==> config.mk <==
export PLATFORM = sky130hd
export DESIGN_NAME = renas_mem_arbiter
export DESIGN_NICKNAME = d
export VERILOG_FILES = /design/src/rtl/renas_mem_pkg.sv /design/src/rtl/renas_mem_age_cnt.sv /design/src/rtl/renas_mem_arbiter.sv
export SDC_FILE = /design/constraint.sdc
export NUM_CORES = 1
export LEC_CHECK = 0
export CAP_MARGIN = 20
export CORE_AREA = 2 2 123 125
export CTS_CLUSTER_SIZE = 8
export DETAILED_ROUTE_END_ITERATION = 7
export DIE_AREA = 0 0 125 127
export GPL_TIMING_DRIVEN = 1
export PLACE_DENSITY = 0.74
export SKIP_LAST_GASP = 1
export SLEW_MARGIN = 20
export SYNTH_ARGS = -nofsm -noshare
export SYNTH_HDL_FRONTEND = slang
export SYNTH_SLANG_ARGS = --single-unit
==> constraint.sdc <==
create_clock -name clk_l2 -period 8.1 [get_ports clk_l2]
set_input_delay 1.62 -clock clk_l2 [delete_from_list [all_inputs] [get_ports clk_l2]]
set_output_delay 1.62 -clock clk_l2 [all_outputs]
set_load 0.01 [all_outputs]
==> src/rtl/renas_mem_pkg.sv <==
// Shared types for the three-way SRAM arbiter: FSM states, grant codes and
// the latched request record, plus the address legality check.
package renas_mem_pkg;

  localparam int REQ_ADDR_W = 32;
  localparam int REQ_DATA_W = 32;

  typedef enum logic [1:0] {IDLE, ISSUE, WAIT, RESP} arb_state_e;
  typedef enum logic [1:0] {GNT_NONE, GNT_WB, GNT_D, GNT_I} grant_e;

  typedef struct packed {
    logic                  we;
    logic [REQ_ADDR_W-1:0] addr;
    logic [REQ_DATA_W-1:0] wdata;
  } req_t;

  // Misaligned byte address, or word index past the end of the SRAM.
  function automatic logic addr_bad(input logic [REQ_ADDR_W-1:0] addr,
                                    input int unsigned depth);
    return (addr[1:0] != 2'b00) ||
           ({2'b00, addr[REQ_ADDR_W-1:2]} >= REQ_ADDR_W'(depth));
  endfunction

endpackage

==> src/rtl/renas_mem_age_cnt.sv <==
// Saturating wait-age counter for the write-buffer drain request; urgent
// goes high once the request has waited AGE_MAX cycles without a grant.
module renas_mem_age_cnt #(
  parameter int AGE_MAX = 8,
  parameter int AW      = $clog2(AGE_MAX + 1)
) (
  input  logic clk_l2,
  input  logic rst,
  input  logic req,
  input  logic clear,
  output logic urgent
);

  logic [AW-1:0] age_reg;

  always_ff @(posedge clk_l2) begin
    if (rst) begin
      age_reg <= '0;
    end else if (clear || !req) begin
      age_reg <= '0;
    end else if (age_reg != AW'(AGE_MAX)) begin
      age_reg <= age_reg + 1'b1;
    end
  end

  assign urgent = (age_reg == AW'(AGE_MAX));

endmodule

==> src/rtl/renas_mem_arbiter.sv <==
// Single-port SRAM sequencer shared by I-fetch, D load/store and WB drain.
// One access in flight; D/I round-robin, WB opportunistic or promoted by age/full.
module renas_mem_arbiter
  import renas_mem_pkg::*;
#(
  parameter int ADDR_W     = REQ_ADDR_W,
  parameter int DATA_W     = REQ_DATA_W,
  parameter int MEM_DEPTH  = 4096,
  parameter int READ_LAT   = 1,
  parameter int WB_AGE_MAX = 8
) (
  input  logic                         clk_l2,
  input  logic                         rst,
  input  logic                         i_req,
  input  logic [ADDR_W-1:0]            i_addr,
  output logic                         i_ack,
  output logic [DATA_W-1:0]            i_rdata,
  output logic                         i_err,
  input  logic                         d_req,
  input  logic                         d_we,
  input  logic [ADDR_W-1:0]            d_addr,
  input  logic [DATA_W-1:0]            d_wdata,
  output logic                         d_ack,
  output logic [DATA_W-1:0]            d_rdata,
  output logic                         d_err,
  input  logic                         wb_req,
  input  logic                         wb_full,
  input  logic [ADDR_W-1:0]            wb_addr,
  input  logic [DATA_W-1:0]            wb_wdata,
  output logic                         wb_ack,
  output logic                         mem_en,
  output logic                         mem_we,
  output logic [$clog2(MEM_DEPTH)-1:0] mem_addr,
  output logic [DATA_W-1:0]            mem_wdata,
  input  logic [DATA_W-1:0]            mem_rdata,
  output logic                         busy
);

  localparam int MEM_AW = $clog2(MEM_DEPTH);
  localparam int LAT_W  = (READ_LAT > 1) ? $clog2(READ_LAT) : 1;

  arb_state_e        state_reg, state_next;
  grant_e            gnt_reg, gnt_next;
  req_t              req_reg, req_next;
  logic              err_reg, err_next;
  logic [DATA_W-1:0] rdata_reg, rdata_next;
  logic              rr_last_d_reg, rr_last_d_next;
  logic [LAT_W-1:0]  lat_reg, lat_next;

  grant_e            win;
  req_t              win_req;
  logic              win_bad;
  logic              wb_urgent;
  logic              wb_clear;

  // While busy, WB counts as granted for its whole transaction so it does not age.
  assign wb_clear = (state_reg == IDLE) ? (win == GNT_WB) : (gnt_reg == GNT_WB);

  renas_mem_age_cnt #(
    .AGE_MAX (WB_AGE_MAX)
  ) u_age_cnt (
    .clk_l2 (clk_l2),
    .rst    (rst),
    .req    (wb_req),
    .clear  (wb_clear),
    .urgent (wb_urgent)
  );

  always_comb begin
    win     = GNT_NONE;
    win_req = '0;
    if (wb_req && (wb_full || wb_urgent)) begin
      win = GNT_WB;
    end else if (d_req && i_req) begin
      win = rr_last_d_reg ? GNT_I : GNT_D;
    end else if (d_req) begin
      win = GNT_D;
    end else if (i_req) begin
      win = GNT_I;
    end else if (wb_req) begin
      win = GNT_WB;
    end

    case (win)
      GNT_WB: begin
        win_req.we    = 1'b1;
        win_req.addr  = wb_addr;
        win_req.wdata = wb_wdata;
      end
      GNT_D: begin
        win_req.we    = d_we;
        win_req.addr  = d_addr;
        win_req.wdata = d_wdata;
      end
      GNT_I: begin
        win_req.addr  = i_addr;
      end
      default: win_req = '0;
    endcase
    win_bad = addr_bad(win_req.addr, MEM_DEPTH);
  end

  always_comb begin
    state_next     = state_reg;
    gnt_next       = gnt_reg;
    req_next       = req_reg;
    err_next       = err_reg;
    rdata_next     = rdata_reg;
    rr_last_d_next = rr_last_d_reg;
    lat_next       = lat_reg;

    case (state_reg)
      IDLE: begin
        if (win != GNT_NONE) begin
          gnt_next   = win;
          req_next   = win_req;
          err_next   = win_bad;
          lat_next   = '0;
          // Stores echo their data; loads are filled in WAIT; errors return zero.
          rdata_next = (win == GNT_D && d_we && !win_bad) ? d_wdata : '0;
          if (!win_bad && (win == GNT_D || win == GNT_I)) begin
            rr_last_d_next = (win == GNT_D);
          end
          state_next = win_bad ? RESP : ISSUE;
        end
      end
      ISSUE: begin
        lat_next   = '0;
        state_next = WAIT;
      end
      WAIT: begin
        if (lat_reg == LAT_W'(READ_LAT - 1)) begin
          if (!req_reg.we) begin
            rdata_next = mem_rdata;
          end
          state_next = RESP;
        end else begin
          lat_next = lat_reg + 1'b1;
        end
      end
      RESP: begin
        gnt_next   = GNT_NONE;
        state_next = IDLE;
      end
      default: state_next = IDLE;
    endcase
  end

  always_ff @(posedge clk_l2) begin
    if (rst) begin
      state_reg     <= IDLE;
      gnt_reg       <= GNT_NONE;
      req_reg       <= '0;
      err_reg       <= 1'b0;
      rdata_reg     <= '0;
      rr_last_d_reg <= 1'b0;
      lat_reg       <= '0;
    end else begin
      state_reg     <= state_next;
      gnt_reg       <= gnt_next;
      req_reg       <= req_next;
      err_reg       <= err_next;
      rdata_reg     <= rdata_next;
      rr_last_d_reg <= rr_last_d_next;
      lat_reg       <= lat_next;
    end
  end

  assign busy      = (state_reg != IDLE);
  assign mem_en    = (state_reg == ISSUE);
  assign mem_we    = mem_en && req_reg.we;
  assign mem_addr  = req_reg.addr[MEM_AW+1:2];
  assign mem_wdata = req_reg.wdata;

  assign i_ack   = (state_reg == RESP) && (gnt_reg == GNT_I);
  assign d_ack   = (state_reg == RESP) && (gnt_reg == GNT_D);
  assign wb_ack  = (state_reg == RESP) && (gnt_reg == GNT_WB);
  assign i_err   = i_ack && err_reg;
  assign d_err   = d_ack && err_reg;
  assign i_rdata = i_ack ? rdata_reg : '0;
  assign d_rdata = d_ack ? rdata_reg : '0;

  logic unused_addr_bits;
  assign unused_addr_bits = ^{req_reg.addr[ADDR_W-1:MEM_AW+2], req_reg.addr[1:0]};

endmodule

==> results of run 1 <==
power by group:
group / leakage [nW] / switching [mW] / internal [mW]
logic: 2.10 / 0.414 / 0.347
registers: 0.713 / 0.0833 / 0.546
clock network: 0.127 / 0.179 / 0.217
area by class of cell:
| class | count | area share (%) |
|---|---|---|
| repair buffers | 319 | 38.2 |
| multi-input cells | 387 | 34.2 |
| well taps | 184 | 2.77 |
| clock inverters | 6 | 0.526 |
| inverters | 11 | 0.496 |
| flip-flops and latches | 87 | 20.9 |
| clock buffers | 10 | 2.87 |
Yosys cell counts, types with 5 or more instances:
| cell | instances | area share, % |
|---|---|---|
| buf_1 | 5 | 0.36 |
| and2_1 | 67 | 8.1 |
| o21ai_0 | 10 | 0.97 |
| nor4_1 | 11 | 1.3 |
| buf_4 | 44 | 6.4 |
| a211oi_2 | 25 | 6.1 |
| a222oi_1 | 12 | 2.3 |
| dfxtp_1 | 87 | 34 |
| a211oi_1 | 15 | 2.2 |
| clkbuf_1 | 41 | 3.0 |
| a22oi_2 | 26 | 6.3 |
| inv_1 | 11 | 0.80 |
| a21oi_1 | 12 | 1.2 |
| nor2_1 | 82 | 6.0 |
| ha_1 | 10 | 2.4 |
| a22o_1 | 32 | 5.4 |
| a22oi_1 | 38 | 5.5 |
| nand2_1 | 13 | 0.95 |
worst min-delay path, cell delays in order (launching register included):
cell	delay, ns
dfxtp_1	0.31
nor2_1	0.09
a211oi_1	0.05
metal layers:
metal | up-vias | GRT usage, % | wire, µm
li1 | 2547 | - | -
met1 | 2512 | 25.8 | 7370
met2 | 261 | 41.7 | 9720
met3 | 22 | 4.77 | 1500
met4 | 0 | 6.60 | 346
met5 | - | 0 | 0
layout by cell type, fill, tap and decap left out, types with 2 or more instances in the layout:
master           count
a211oi_1            15
dfxtp_1             87
and2_1              67
nand3_1              3
clkinvlp_4           4
nor2_1              80
buf_4                6
nand2_1             13
clkbuf_16            9
or4_4                2
ha_1                 7
o21a_1               2
inv_1               11
nor2_2               2
a22oi_1             38
o21ai_0             10
nor4_1              11
a222oi_1            12
a21oi_1             11
and3_1               2
a211oi_2            25
or4_1                3
a22o_1              32
ha_2                 3
a22oi_2             26
clkdlybuf4s50_1    313
or3_1                2
a311oi_1             3
metrics by stage:
stage,util [%],area [µm²],hold slack [ns],total power [mW]
floorplan,-,5160,0.441,1.12
global placement,55.7,8040,0.468,1.37
detailed placement,55.7,8040,0.495,1.40
CTS,57.7,8320,0.505,1.80
global route,57.7,8320,0.534,1.89
finish,57.7,8320,0.503,1.79
kinds of logic after synthesis:
family / count (synthesis) / synth area share [%]
XOR/XNOR: 2 / 0.340
buffers and inverters: 106 / 11.6
adder cells (fa/ha/maj): 10 / 2.43
flip-flops: 87 / 33.8
multiplexers: 1 / 0.218
AO/OA/AOI/OAI: 183 / 32.6
AND/OR/NAND/NOR: 191 / 19.1
path summary, 6_finish.rpt:
kind                   startpoint            to  slack, ns  cells past startpoint
max                       wb_full  rdata_reg[1]       3.18                     12
min                   mem_addr[9]   mem_addr[9]       0.50                      2
max reg2reg  u_age_cnt.age_reg[0]  rdata_reg[1]       4.06                     15
min reg2reg           mem_addr[9]   mem_addr[9]       0.50                      2
==> results by group, run 1 <==
Synthesis
  – Cells after synthesis: 580
  – EDFF count, synth: 0
  – Syn. warnings: 0
  – Register area share after synthesis: 33.8%
  – Syn_area_per_cell: 8.89 µm²
  – FF+latch count, synth: 87
  – Netlist Area Pre-Place: 5160 µm²
  – Ys flop type: dfxtp_1
  – Async set-reset flop share out of synthesis: 0%
  – Syn_nets: 789
  – Synth unique cells: 44

Layout
  – Multi-input gate area: 2850 µm²
  – Layout cells sized above 1: 10.6%
  – Layout fillers: 1,288
  – Synth-to-layout area growth: 61.3%
  – # diodes: 0
  – Register Area: 1740 µm²
  – Final Net Count: 1,024
  – Finished Layout Cells: 1,004

Drt
  – ANT nets after route: 0
  – Initial DRC count: 340
  – Via count: 5,342
  – Drt drc: 0
  – Final wirelength: 18,900 µm
  – Routed wire per std cell: 18.9 µm
  – Vias/cell: 5.32
  – DRT Pass-1 Iters: 5

Critical path
  – Crit path DAT: 5.16 ns
  – WS Path Type: primary input to register
  – Critical Path RT: 8.34 ns
  – CP cell instances: clkdlybuf4s50_1, o21ai_0, o211a_1, inv_1, ha_2, o21a_1, nor4_1, a311oi_1, nor4_4, buf_4, a22oi_1, a211oi_1
  – Critical path startpoint category: primary input
  – Max incr delay on CP: 0.53 ns
  – Critical-path top delay cell: buf_4
  – Critical path buffer and inverter count: 3
  – CP Max Fanout: 49
  – Critical Path End Type: register
  – Largest delay share family, worst path: compound AO/OA/AOI/OAI gates

Global route
  – Vias in the first global route: 5,327
  – First-pass GRT wire length: 28,400 µm
  – Total track usage: 22.4%
  – Initial antenna violation count: 0
  – Largest net degree at the start of global routing: 79
  – Grt ovf: 0

Clock tree
  – Htree depth: 3
  – Clock root buffer master: clkbuf_16
  – CTS tree: done
  – Postcts setup bufs: 0
  – Later-pin clock latency in the skew report: 0.34 ns
  – Hold buffers post-CTS: 0
  – Total CTS buffers: 9
  – Max clock buf depth: 2
  – Post_cts resized: 0
  – Clk slew on worst S/H paths: 0.07 ns
  – Clock Sinks: 87

Place
  – Routability Congestion: 0.857
  – HPWL Detailed: 14,000 µm
  – Port bufs: 314
  – Pre-CTS WS: 2.81 ns
  – Placed Cells: 988

Run
  – Max cap viols: 0

STA
  – Max-slew violation count: 0
  – Max_slew headroom: 23.6%
  – RSZ-0062 raised after global routing: false
  – Setup violators final: 0
  – FMAX: 203 MHz
  – Period utilisation layout: 60.7%
  – Fin Setup TNS: 0 ns
  – Setup WS post-layout: 3.18 ns
  – Final Hold Fails: 0
  – Worst-margin pin slew: 1.15 ns
  – Fin crit period: 4.92 ns
  – Final Skew: 0.00879 ns

Die
  – Die H: 127 µm
  – Core Area: 14,400 µm²
  – Row cnt: 44
  – Die area: 15,900 µm²
  – Starting Density: 35.8%
  – IO Pins: 315
  – Die W: 125 µm

Power
  – Worst vdd ir: 0.140 mV
  – P per Cell Area: 215 nW/µm²
  – LEAKAGE: 2.94 nW

Hold path
  – Worst hold path type: register to register

Run status
  – Status: finished, final reports clean
Power figures use the tool's default switching activity.
==> run 2: changes to the inputs <==
Settings changed: CORE_AREA 2 2 123 125 to 2 2 124 126, DIE_AREA 0 0 125 127 to 0 0 126 128, PLACE_DENSITY 0.74 to 0.73.
Clock period 8.1 ns to 4.7 ns, I/O delays scaled along.
==> run 2 against run 1 <==
Against the previous run:
- setup slack worse by 2.1 ns
- clock-buffer cell count up 1
- via count up 1.4%
- largest power group unchanged
- utilization down 0.99 points
- flip-flop and latch count unchanged
- sequential share of layout area down 0.27 points
- hold slack worse by 0.0035 ns
- first-iteration DRC count down 14%
==> results by group, run 2 (synthesis gave the netlist of run 1 again) <==
Run status
  – Status: finished, final reports clean

Critical path
  – Register-to-Register Setup Slack: 1.32 ns (-2.74 ns)
  – R2R Path End: rdata_reg[0]
  – Critical path startpoint category: register
  – CP Max Fanout: 18 (-63%)
  – Critical Path End Type: output pin
  – WS Path Type: register to output pin
  – Critical path capture point: i_err
  – R2r startpoint: u_age_cnt.age_reg[0]
  – Critical Path RT: 3.76 ns (-4.58 ns)
  – Crit path launch: state_reg[0]
  – Crit path DAT: 2.67 ns (-2.49 ns)
  – R2R depth: 15 (unchanged)

Global route
  – First-pass GRT wire length: 28,700 µm (+1.3%)
  – Largest net degree at the start of global routing: 65 (-18%)
  – Vias in the first global route: 5,539 (+4.0%)
  – Total track usage: 22.4% (-0.047 points)
  – Grt ovf: 0 (unchanged)
  – Initial antenna violation count: 0 (unchanged)

Run
  – Max cap viols: 0 (unchanged)

Place
  – HPWL Detailed: 14,200 µm (+1.5%)
  – Placement Cell Area: 8100 µm² (+0.84%)
  – Port bufs: 314 (unchanged)
  – Placed Cells: 997 (+0.91%)
  – Routability Congestion: 0.869 (+1.4%)
  – Pre-CTS WS: 0.821 ns (-1.99 ns)

Die
  – Die H: 128 µm (+0.79%)
  – Die W: 126 µm (+0.80%)
  – Core Area: 14,900 µm² (+3.1%)
  – Row cnt: 45 (+2.3%)
  – Die area: 16,100 µm² (+1.6%)
  – Starting Density: 34.7% (-1.1 points)
  – IO Pins: 315 (unchanged)

Power
  – LEAKAGE: 3.01 nW (+2.1%)
  – Power Total: 3.19 mW (+79%)
  – P per Cell Area: 379 nW/µm² (+77%)
  – Worst vdd ir: 0.281 mV (+100%)

Drt
  – DRT Pass-1 Iters: 7 (+2)
  – Via count: 5,415 (+1.4%)
  – Vias/cell: 5.35 (+0.47%)
  – Initial DRC count: 294 (-14%)
  – ANT nets after route: 0 (unchanged)
  – Drt drc: 0 (unchanged)
  – Final wirelength: 19,000 µm (+0.49%)
  – Routed wire per std cell: 18.8 µm (-0.41%)

STA
  – Setup WS post-layout: 1.09 ns (-2.09 ns)
  – Max_slew headroom: 25.0% (+1.4 points)
  – Fin Setup TNS: 0 ns (unchanged)
  – Fin crit period: 3.61 ns
  – FMAX: 277 MHz
  – Final Hold Fails: 0 (unchanged)
  – RSZ-0062 raised after global routing: false
  – Final Skew: 0.00752 ns (-0.00127 ns)
  – Hold slack: 0.499 ns (-0.00351 ns)
  – Setup violators final: 0 (unchanged)
  – Period utilisation layout: 76.7%
  – Max-slew violation count: 0 (unchanged)
  – Worst-margin pin slew: 1.13 ns (-0.0204 ns)

Layout
  – Commonest non-fill, non-tap cell in the layout: clkdlybuf4s50_1
  – Final Net Count: 1,029 (+0.49%)
  – Most frequent cells in the layout: clkdlybuf4s50_1 (313), dfxtp_1 (87), nor2_1 (80)
  – # diodes: 0 (unchanged)
  – Finished Layout Cells: 1,013 (+0.90%)
  – Synth-to-layout area growth: 63.4%
  – Layout fillers: 1,312 (+1.9%)
  – Layout cells sized above 1: 10.9% (+0.30 points)
  – Core Util, Final: 56.7% (-0.99 points)
  – Final Instance Area: 8430 µm² (+1.3%)

Clock tree
  – CTS tree: done
  – Total CTS buffers: 9 (unchanged)
  – Clk slew on worst S/H paths: 0.06 ns (about the same)
  – Post_cts resized: 0 (unchanged)
  – Clock Sinks: 87 (unchanged)
  – Hold buffers post-CTS: 0 (unchanged)
  – Postcts setup bufs: 0 (unchanged)
  – Htree depth: 3 (unchanged)
  – Later-pin clock latency in the skew report: 0.34 ns (about the same)
  – Clock root buffer master: clkbuf_16
  – Max clock buf depth: 2 (unchanged)

Hold path
  – Min-delay src: mem_addr[9]
  – Worst hold path type: register to register
## run 2: cell count changes in the layout (fill, tap and decap cells not counted), sizes merged
cell	before	now
buf	6	11
bufinv	0	2
clkbuf	10	11
clkinv	1	2
clkinvlp	4	1
inv	12	11
## run 2: worst min path at each step
| stage | slack (ns) | cells after the start | to |
|---|---|---|---|
| 2_1_floorplan | 0.44 | 2 | req_reg[64] |
| 3_3_place_gp | 0.47 | 2 | u_age_cnt.age_reg[1] |
| 3_5_place_dp | 0.49 | 2 | gnt_reg[1] |
| 4_1_cts | 0.50 | 2 | gnt_reg[1] |
| 5_1_grt | 0.53 | 2 | gnt_reg[0] |
| 6_report | 0.50 | 2 | mem_addr[9] |
## run 2: cell type report
type / count / area [µm²] / share of cell area (%)
Clock inverter: 5 / 81.3 / 0.965
Inverter: 11 / 41.3 / 0.490
Tap cell: 188 / 235 / 2.79
Sequential cell: 87 / 1740 / 20.7
Clock buffer: 11 / 243 / 2.88
Timing Repair Buffer: 324 / 3240 / 38.5
Multi-Input combinational cell: 387 / 2840 / 33.7
## run 2: power breakdown
| part | switching (mW) | internal, mW | total, mW | leakage, nW |
|---|---|---|---|---|
| clock | 0.300 | 0.481 | 0.781 | 0.156 |
| combinational | 0.715 | 0.616 | 1.33 | 2.14 |
| sequential | 0.140 | 0.940 | 1.08 | 0.713 |
## run 2: routing by layer
layer	track usage (%)	vias to the layer above	part of all wire, %
met5	0	-	0
met4	8.34	0	2.7
met3	5.47	37	7.7
met2	40.4	274	50
met1	25.5	2548	39
li1	-	2556	-
## run 2: critical path, stage by stage, from the launching register on
cell and delay (ns):
dfxtp_1 0.39, ha_1 0.25, and3_1 0.59, buf_4 0.34, and2_1 0.15, clkdlybuf4s50_1 0.59
